<file path="src/rtl/cla_nibble_serial_adder.sv">
// Multi-cycle WIDTH-bit adder: one 4-bit carry-lookahead slice reused per nibble, LSB nibble first.
// Optional macro CLA_SERIAL_SUB_EN adds a 'sub' input for A-B via inverted B and carry-in of 1.
module cla_nibble_serial_adder #(
    parameter int WIDTH = 16
) (
    input  logic             clk,
    input  logic             rst_n,
    input  logic             in_valid,
    output logic             in_ready,
    input  logic [WIDTH-1:0] a,
    input  logic [WIDTH-1:0] b,
    input  logic             cin,
`ifdef CLA_SERIAL_SUB_EN
    input  logic             sub,
`endif
    output logic             out_valid,
    input  logic             out_ready,
    output logic [WIDTH-1:0] sum,
    output logic             cout,
    output logic             ovf
);

    localparam int NIB   = WIDTH / 4;
    localparam int CNT_W = $clog2(NIB);

    typedef enum logic [1:0] {
        IDLE,
        RUN,
        DONE
    } state_t;

    state_t             state;
    logic [WIDTH-1:0]   a_reg;
    logic [WIDTH-1:0]   b_reg;
    logic [CNT_W-1:0]   cnt;
    logic               carry;
    logic               sub_sel;

    logic [3:0]         an;
    logic [3:0]         bn;
    logic [3:0]         p;
    logic [3:0]         g;
    logic               c1;
    logic               c2;
    logic               c3;
    logic               c4;

`ifdef CLA_SERIAL_SUB_EN
    assign sub_sel = sub;
`else
    assign sub_sel = 1'b0;
`endif

    assign in_ready  = (state == IDLE);
    assign out_valid = (state == DONE);

    // Every carry is expanded directly from p, g and the carry flop so no bit waits on its neighbour.
    always_comb begin
        an = a_reg[{cnt, 2'b00} +: 4];
        bn = b_reg[{cnt, 2'b00} +: 4];
        p  = an ^ bn;
        g  = an & bn;
        c1 = g[0] | (p[0] & carry);
        c2 = g[1] | (p[1] & g[0]) | (p[1] & p[0] & carry);
        c3 = g[2] | (p[2] & g[1]) | (p[2] & p[1] & g[0]) | (p[2] & p[1] & p[0] & carry);
        c4 = g[3] | (p[3] & g[2]) | (p[3] & p[2] & g[1]) | (p[3] & p[2] & p[1] & g[0])
             | (p[3] & p[2] & p[1] & p[0] & carry);
    end

    always_ff @(posedge clk or negedge rst_n) begin
        if (!rst_n) begin
            state <= IDLE;
            a_reg <= '0;
            b_reg <= '0;
            cnt   <= '0;
            carry <= 1'b0;
            sum   <= '0;
            cout  <= 1'b0;
            ovf   <= 1'b0;
        end else begin
            case (state)
                IDLE: begin
                    if (in_valid) begin
                        a_reg <= a;
                        b_reg <= b ^ {WIDTH{sub_sel}};
                        carry <= sub_sel | cin;
                        cnt   <= '0;
                        state <= RUN;
                    end
                end
                RUN: begin
                    sum[{cnt, 2'b00} +: 4] <= p ^ {c3, c2, c1, carry};
                    carry <= c4;
                    // The last nibble exits to DONE instead of advancing the counter past NIB-1.
                    if (cnt == CNT_W'(NIB - 1)) begin
                        cout  <= c4;
                        ovf   <= c3 ^ c4;
                        state <= DONE;
                    end else begin
                        cnt <= cnt + 1'b1;
                    end
                end
                DONE: begin
                    if (out_ready) begin
                        state <= IDLE;
                    end
                end
                default: state <= IDLE;
            endcase
        end
    end

endmodule

</file>
<file path="config.mk">
export PLATFORM = sky130hd
export DESIGN_NAME = cla_nibble_serial_adder
export DESIGN_NICKNAME = d
export VERILOG_FILES = /design/src/rtl/cla_nibble_serial_adder.sv
export SDC_FILE = /design/constraint.sdc
export NUM_CORES = 1
export LEC_CHECK = 0
export BUFFER_PORTS_ARGS = -buffer_cell sky130_fd_sc_hd__buf_2
export CAP_MARGIN = 30
export CELL_PAD_IN_SITES_DETAIL_PLACEMENT = 1
export CELL_PAD_IN_SITES_GLOBAL_PLACEMENT = 1
export CORE_MARGIN = 10
export CORE_UTILIZATION = 45
export CTS_CLUSTER_SIZE = 24
export DETAILED_ROUTE_END_ITERATION = 7
export PLACE_DENSITY_LB_ADDON = 0.1
export SETUP_SLACK_MARGIN = 0.05
export SLEW_MARGIN = 0
export SYNTH_ARGS = -nofsm -noshare
export SYNTH_HDL_FRONTEND = slang
export SYNTH_SLANG_ARGS = --single-unit
</file>
<file path="constraint.sdc">
create_clock -name clk -period 4.1 [get_ports clk]
set_input_delay 0.82 -clock clk [delete_from_list [all_inputs] [get_ports clk]]
set_output_delay 0.82 -clock clk [all_outputs]
set_load 0.03 [all_outputs]
</file>
Word level (Yosys, flattened, before mapping). Index checks and enable logic that the tools add are counted.

Bits in registers: 55. Latch bits: 0. Memory bits (writable): 0. ROM bits: 0. Bits of input ports: 37. Logic and storage cells: 68. Memories kept: 0.

$add $sub $neg: 2. Multipliers: 0. Div/mod/pow operators: 0. $lt $le $gt $ge: 0. Eq/ne operators: 7. Shift operators: 4. Multiplexer cells: 10. Bitwise gates (word level): 30. Reduce and logical (&&, ||, !) cells: 7.

Operator list (number): $shiftx A16 B5 Y4 (2); $and A1 B1 Y1 (16); $bwmux W16 (1); $shift A4 B6 Y16 const A (1); $shiftx A4 B6 Y16 (1); $mux W2 (5); $or A1 B1 Y1 (10); $xor A4 B4 Y4 (2); $ne A2 B2 Y1 const B (3); $neg A4 Y6 (1); $pmux W2 S3 (1); $reduce_and A2 Y1 (3); $reduce_and A3 Y1 (2); $and A4 B4 Y4 (1); $eq A2 B2 Y1 const B (2); $pmux W2 S2 (1); $add A2 B1 Y2 const B (1); $eq A2 B1 Y1 const B (1); $logic_not A2 Y1 (1); $ne A2 B1 Y1 const B (1); $pmux W1 S2 (1); $reduce_bool A2 Y1 (1); $mux W1 (1); $xor A1 B1 Y1 (1).

Longest topological paths before layout.
Word-level depth: 9. Gate-level depth with buffers: 7. Gate-level depth less buffers: 6.

Worst setup path after synthesis. No wires, ideal clock.

Path type: register to register. From: reg cnt[0]. To: reg sum[11]. Arrival: 2.340 ns. Data required time: 3.979 ns. Slack: 1.639 ns. Cell stages (with the launch flop): 8. Cells stage by stage: dfrtp_1 -> buf_2 -> mux4_2 -> ha_1 -> a211oi_1 -> o21bai_1 -> xor2_1 -> a22o_1.

Word-level cells in the longest chain between the ends: 9. Elaborated cells between the ends (all ways): 24. Classes of those cells: add/sub (1); shift (4); mux (1); bitwise (18).

RTL lines: start: declaration (line 35) `logic [CNT_W-1:0] cnt;`; start signal: assignment (line 100) `cnt <= cnt + 1'b1;`; $shiftx A16 B5 Y4, on equally long branches (line 59, 60); $xor A4 B4 Y4 or $and A4 B4 Y4 (tied branches) (line 61, 62); $and A1 B1 Y1 (line 65) `c3 = g[2] | (p[2] & g[1]) | (p[2] & p[1] & g[0]) | (p[2] & p[1] & p[0] & carry);`; $or A1 B1 Y1 or $and A1 B1 Y1 (tied branches) (2 in a row) (line 65); $or A1 B1 Y1 (line 65); $xor A4 B4 Y4 (line 92) `sum[{cnt, 2'b00} +: 4] <= p ^ {c3, c2, c1, carry};`; $shiftx A4 B6 Y16 (line 92); $bwmux W16 (*) (line 92); end signal: indexed assignment (line 92); end: declaration (line 18) `output logic [WIDTH-1:0] sum,`.

Mark *: on every way between the ends. The rest lies on a longest branch, timed or not. A chain may end at the register's enable or synchronous reset.

Worst setup path in the final report. Ends and elaborated chain as after synthesis.

==> flow_summary.rst <==
.. list-table::
   :header-rows: 1

   * - Metric
     - Value
   * - Endpoint type of the worst setup path
     - register
   * - TritonCTS clock tree
     - built
   * - Max-Slew Margin vs Limit
     - roughly 51%
   * - Fraction of final layout cells with drive strength greater than 1
     - a little over two fifths
   * - Reported max-cap violation count
     - 0
   * - Met1 Usage GRT
     - between 15 and 20%
   * - Reg2reg start
     - cnt[0]
   * - Clock transition at the registers of the reported paths
     - 100 ps
   * - Worst reg-to-reg path cell count
     - 6
   * - Count of yosys warnings during synthesis
     - 0
   * - Total nets after synthesis
     - 240
   * - Maximum number of pins on one net before global-route repair
     - 34
   * - Top Usage Layer GRT
     - met2
   * - Mux contribution to synthesized area
     - between 20 and 25%
   * - Clock latency on the worst-skew pair
     - 310 ps
   * - Most frequent cell after synthesis
     - sky130_fd_sc_hd__dfrtp_1
   * - Setup_tns
     - 0 ps
   * - Top post-synthesis cells by count
     - 55 x sky130_fd_sc_hd__dfrtp_1, 29 x sky130_fd_sc_hd__mux2_4, 20 x sky130_fd_sc_hd__nand2_1
   * - Number of instances on the worst hold path
     - 2
   * - Share of the synthesized area in compound gates (AO/OA/AOI/OAI)
     - 8.63%
   * - Fin. max-slew vios
     - 0
   * - Share of power burned in registers
     - between 30% and 40%
   * - CP required
     - between 4000 and 5000 ps
   * - GRT Resource Usage Total
     - between 10% and 20%
   * - Count of input and output buffers
     - between 50 and 60
   * - Clk sinks
     - 55
   * - Sequential-to-total area share from yosys stat
     - 51.0%
   * - Die width
     - a little under 100 µm
   * - Area of combinational cells with multiple inputs
     - roughly 1200 µm²
   * - CTS H-Tree Depth
     - 2
   * - Combinational share of power
     - around 55%
   * - DRT Wirelength
     - around 6000 µm
   * - Post-layout utilization of the core
     - between 50% and 60%
   * - GRT overflow
     - 0
   * - Setup repair after global routing missed its margin
     - false
   * - Async set-reset flop share out of synthesis
     - 100%
   * - Final worst path period need
     - about 2900 ps
   * - Post-detail-place hpwl
     - 4640 µm
   * - Path type of the worst setup path
     - register to register
   * - Worst Tran Pin Value
     - 733 ps
   * - EDFF count, synth
     - 0
   * - Signed area change from the synthesized netlist to the final layout
     - 15.3%
   * - Area share of the largest cell type after synthesis
     - about half
   * - Violation count after the first detailed-routing iteration
     - 33
   * - Avg WL per Cell
     - 18.5 µm
   * - Synthesized-area fraction occupied by adder cells
     - under 10%
   * - Met2 track demand over resource in global routing
     - between 10% and 20%
   * - Switching share of total power
     - a little over two fifths
   * - Via/cell ratio
     - approximately 5.2
   * - Mean instance size in the synthesized netlist
     - 14.1 µm²
   * - Count of antenna diodes in the layout
     - 0
   * - # hold bufs at CTS
     - 0
   * - Residual antenna-violating net count after detailed routing
     - 0
   * - Worst-case hold path end point
     - sum[5]
   * - Net load switching power
     - roughly 1200 µW
   * - Floorplan die area
     - about 9500 µm²
   * - Upper clock frequency limit
     - 0.341 GHz
   * - Met3 usage
     - between 3 and 4%
   * - Final period utilization
     - approximately 71%
   * - Setup Fix Bufs, Post-CTS
     - 0
   * - Instance count of the mapped netlist
     - 191
   * - Reg2Reg Setup Slack
     - approximately 1200 ps
   * - Clock share of power
     - 10.5%
   * - CTS-repair resized insts
     - 0
   * - Peak VDD IR
     - between 400 and 500 µV
   * - Final setup fails
     - 0
   * - Largest area contributor in the netlist
     - sky130_fd_sc_hd__dfrtp_1
   * - Worst Skew
     - about 7.5 ps
   * - Leakage Power
     - approximately 0.0015 µW
   * - Largest family of logic cells by synthesized area
     - multiplexers
   * - Path category of the worst min-delay check
     - register to register
   * - Internal
     - 1620 µW
   * - Commonest register cell after synthesis
     - sky130_fd_sc_hd__dfrtp_1
   * - CTS root buf
     - sky130_fd_sc_hd__clkbuf_8
   * - CP Launch Type
     - register
   * - Filler cell count
     - around 640
   * - Number of core rows
     - 28
   * - Initial standard-cell utilization of the core
     - between 40 and 50%
   * - Synthesized cell area
     - about 2700 µm²
   * - Run status
     - finished, final reports clean
   * - Core region area
     - roughly 5900 µm²
   * - DRC errors left
     - 0
   * - Clock buffer count from CTS
     - 5
   * - Number of optimization iterations in the first detailed-route pass
     - 4
   * - Number of placed I/O pins
     - 57
   * - Number of vias after detailed routing
     - between 1500 and 2000
   * - Power density over cell area
     - approximately 900 nW/µm²
   * - Sequential cell area
     - ~1400 µm²
   * - Final layout net count
     - ~300
   * - Routability-driven placement congestion ratio
     - about 0.75
   * - Number of library cell types mapped by synthesis
     - 32
   * - Number of synthesized register bits
     - 55
   * - Simple-gate portion of the synthesized area
     - 5.89%
   * - Die outline height
     - 97.4 µm
   * - Main area contributors after synthesis
     - sky130_fd_sc_hd__dfrtp_1 51%, sky130_fd_sc_hd__mux2_4 16%, sky130_fd_sc_hd__mux4_2 6.7%, sky130_fd_sc_hd__ha_1 5.1%, sky130_fd_sc_hd__nand2_1 2.8%
   * - Crit path max fanout
     - 17
   * - Startpoint of the most critical hold path
     - sum[5]
   * - Arrival @ worst endpoint
     - between 3000 and 4000 ps
   * - Worst reg2reg path endpoint
     - sum[11]
   * - Clock buffer depth
     - 2
   * - Antenna violations before repair
     - 0
   * - Fraction of synthesized cell area in xor and xnor cells
     - 0.974%
   * - First-pass GRT wire length
     - about 10000 µm
   * - Vias in the first global route
     - 1897
   * - Endpoints failing hold
     - 0
[cells by family after synthesis]
group,after synthesis
XOR/XNOR,3
adder cells (fa/ha/maj),12
AND/OR/NAND/NOR,35
buffers and inverters,12
AO/OA/AOI/OAI,32
multiplexers,42
flip-flops,55
[layout by cell type, fill, tap and decap left out, drive strengths merged]
master / count
a21oi: 2
nand3: 1
dfrtp: 55
nand2b: 2
clkbuf: 6
xor2: 2
nor3: 1
buf: 57
clkinv: 1
nor2: 6
or3: 2
and2b: 1
fa: 1
nand2: 20
and2: 1
a21o: 1
o21bai: 2
nor2b: 1
o41ai: 2
mux2: 32
a22o: 8
clkinvlp: 1
ha: 11
mux2i: 2
o21ai: 6
xnor2: 1
mux4: 8
inv: 6
a22oi: 1
a211oi: 1
o31ai: 9
[layer usage]
metal / wire length, µm / share of wire, %
met1: 2740 / 46
met2: 2880 / 48
met3: 304 / 5.1
met4: 74 / 1.2
met5: 0 / 0
[power by group through the flow]
stage | clock [µW] | sequential (µW) | combinational, µW
floorplan | 0 | 990 | 1160
global placement | 0 | 997 | 1540
detailed placement | 0 | 996 | 1590
CTS | 303 | 988 | 1600
global route | 328 | 1020 | 1710
finish | 296 | 981 | 1550
[metrics by stage]
stage / hold WS (ps) / setup WS (ps) / total power (µW) / cells / cell area (µm²)
final: 478 / 1170 / 2830 / 325 / 3110
after global routing: 520 / 982 / 3050 / 325 / 3110
after global placement: 457 / 1180 / 2540 / 317 / 3030
after CTS: 484 / 1100 / 2890 / 325 / 3110
after floorplan: 475 / 1640 / 2150 / 191 / 2700
after detailed placement: 462 / 1140 / 2580 / 317 / 3030
[critical path, stage by stage, from the launching register on]
cell and delay (ps):
sky130_fd_sc_hd__dfrtp_1 830, sky130_fd_sc_hd__mux4_2 660, sky130_fd_sc_hd__ha_1 340, sky130_fd_sc_hd__a211oi_1 220, sky130_fd_sc_hd__o21bai_1 170, sky130_fd_sc_hd__xor2_1 440, sky130_fd_sc_hd__a22o_1 210
[how the worst max path moves through the flow]
stage	endpoint	slack, ps	start	cells past startpoint
finish	sum[11]	1170	cnt[0]	6
global route	sum[11]	980	cnt[0]	6
CTS	sum[11]	1100	cnt[0]	6
detailed placement	sum[11]	1140	cnt[0]	6
global placement	sum[15]	1180	cnt[0]	6
floorplan	sum[11]	1640	cnt[0]	7
[final cells by class]
cell class                 instances  share of cell area [%]
tap                               75                    3.02
sequential                        55                    44.2
clock buffer                       6                    2.33
clock inverter                     2                   0.402
inverter                           6                   0.724
timing repair buffer              57                    9.25
multi-input combinational        124                    40.0
No activity file was read; power rests on OpenSTA's default activity.
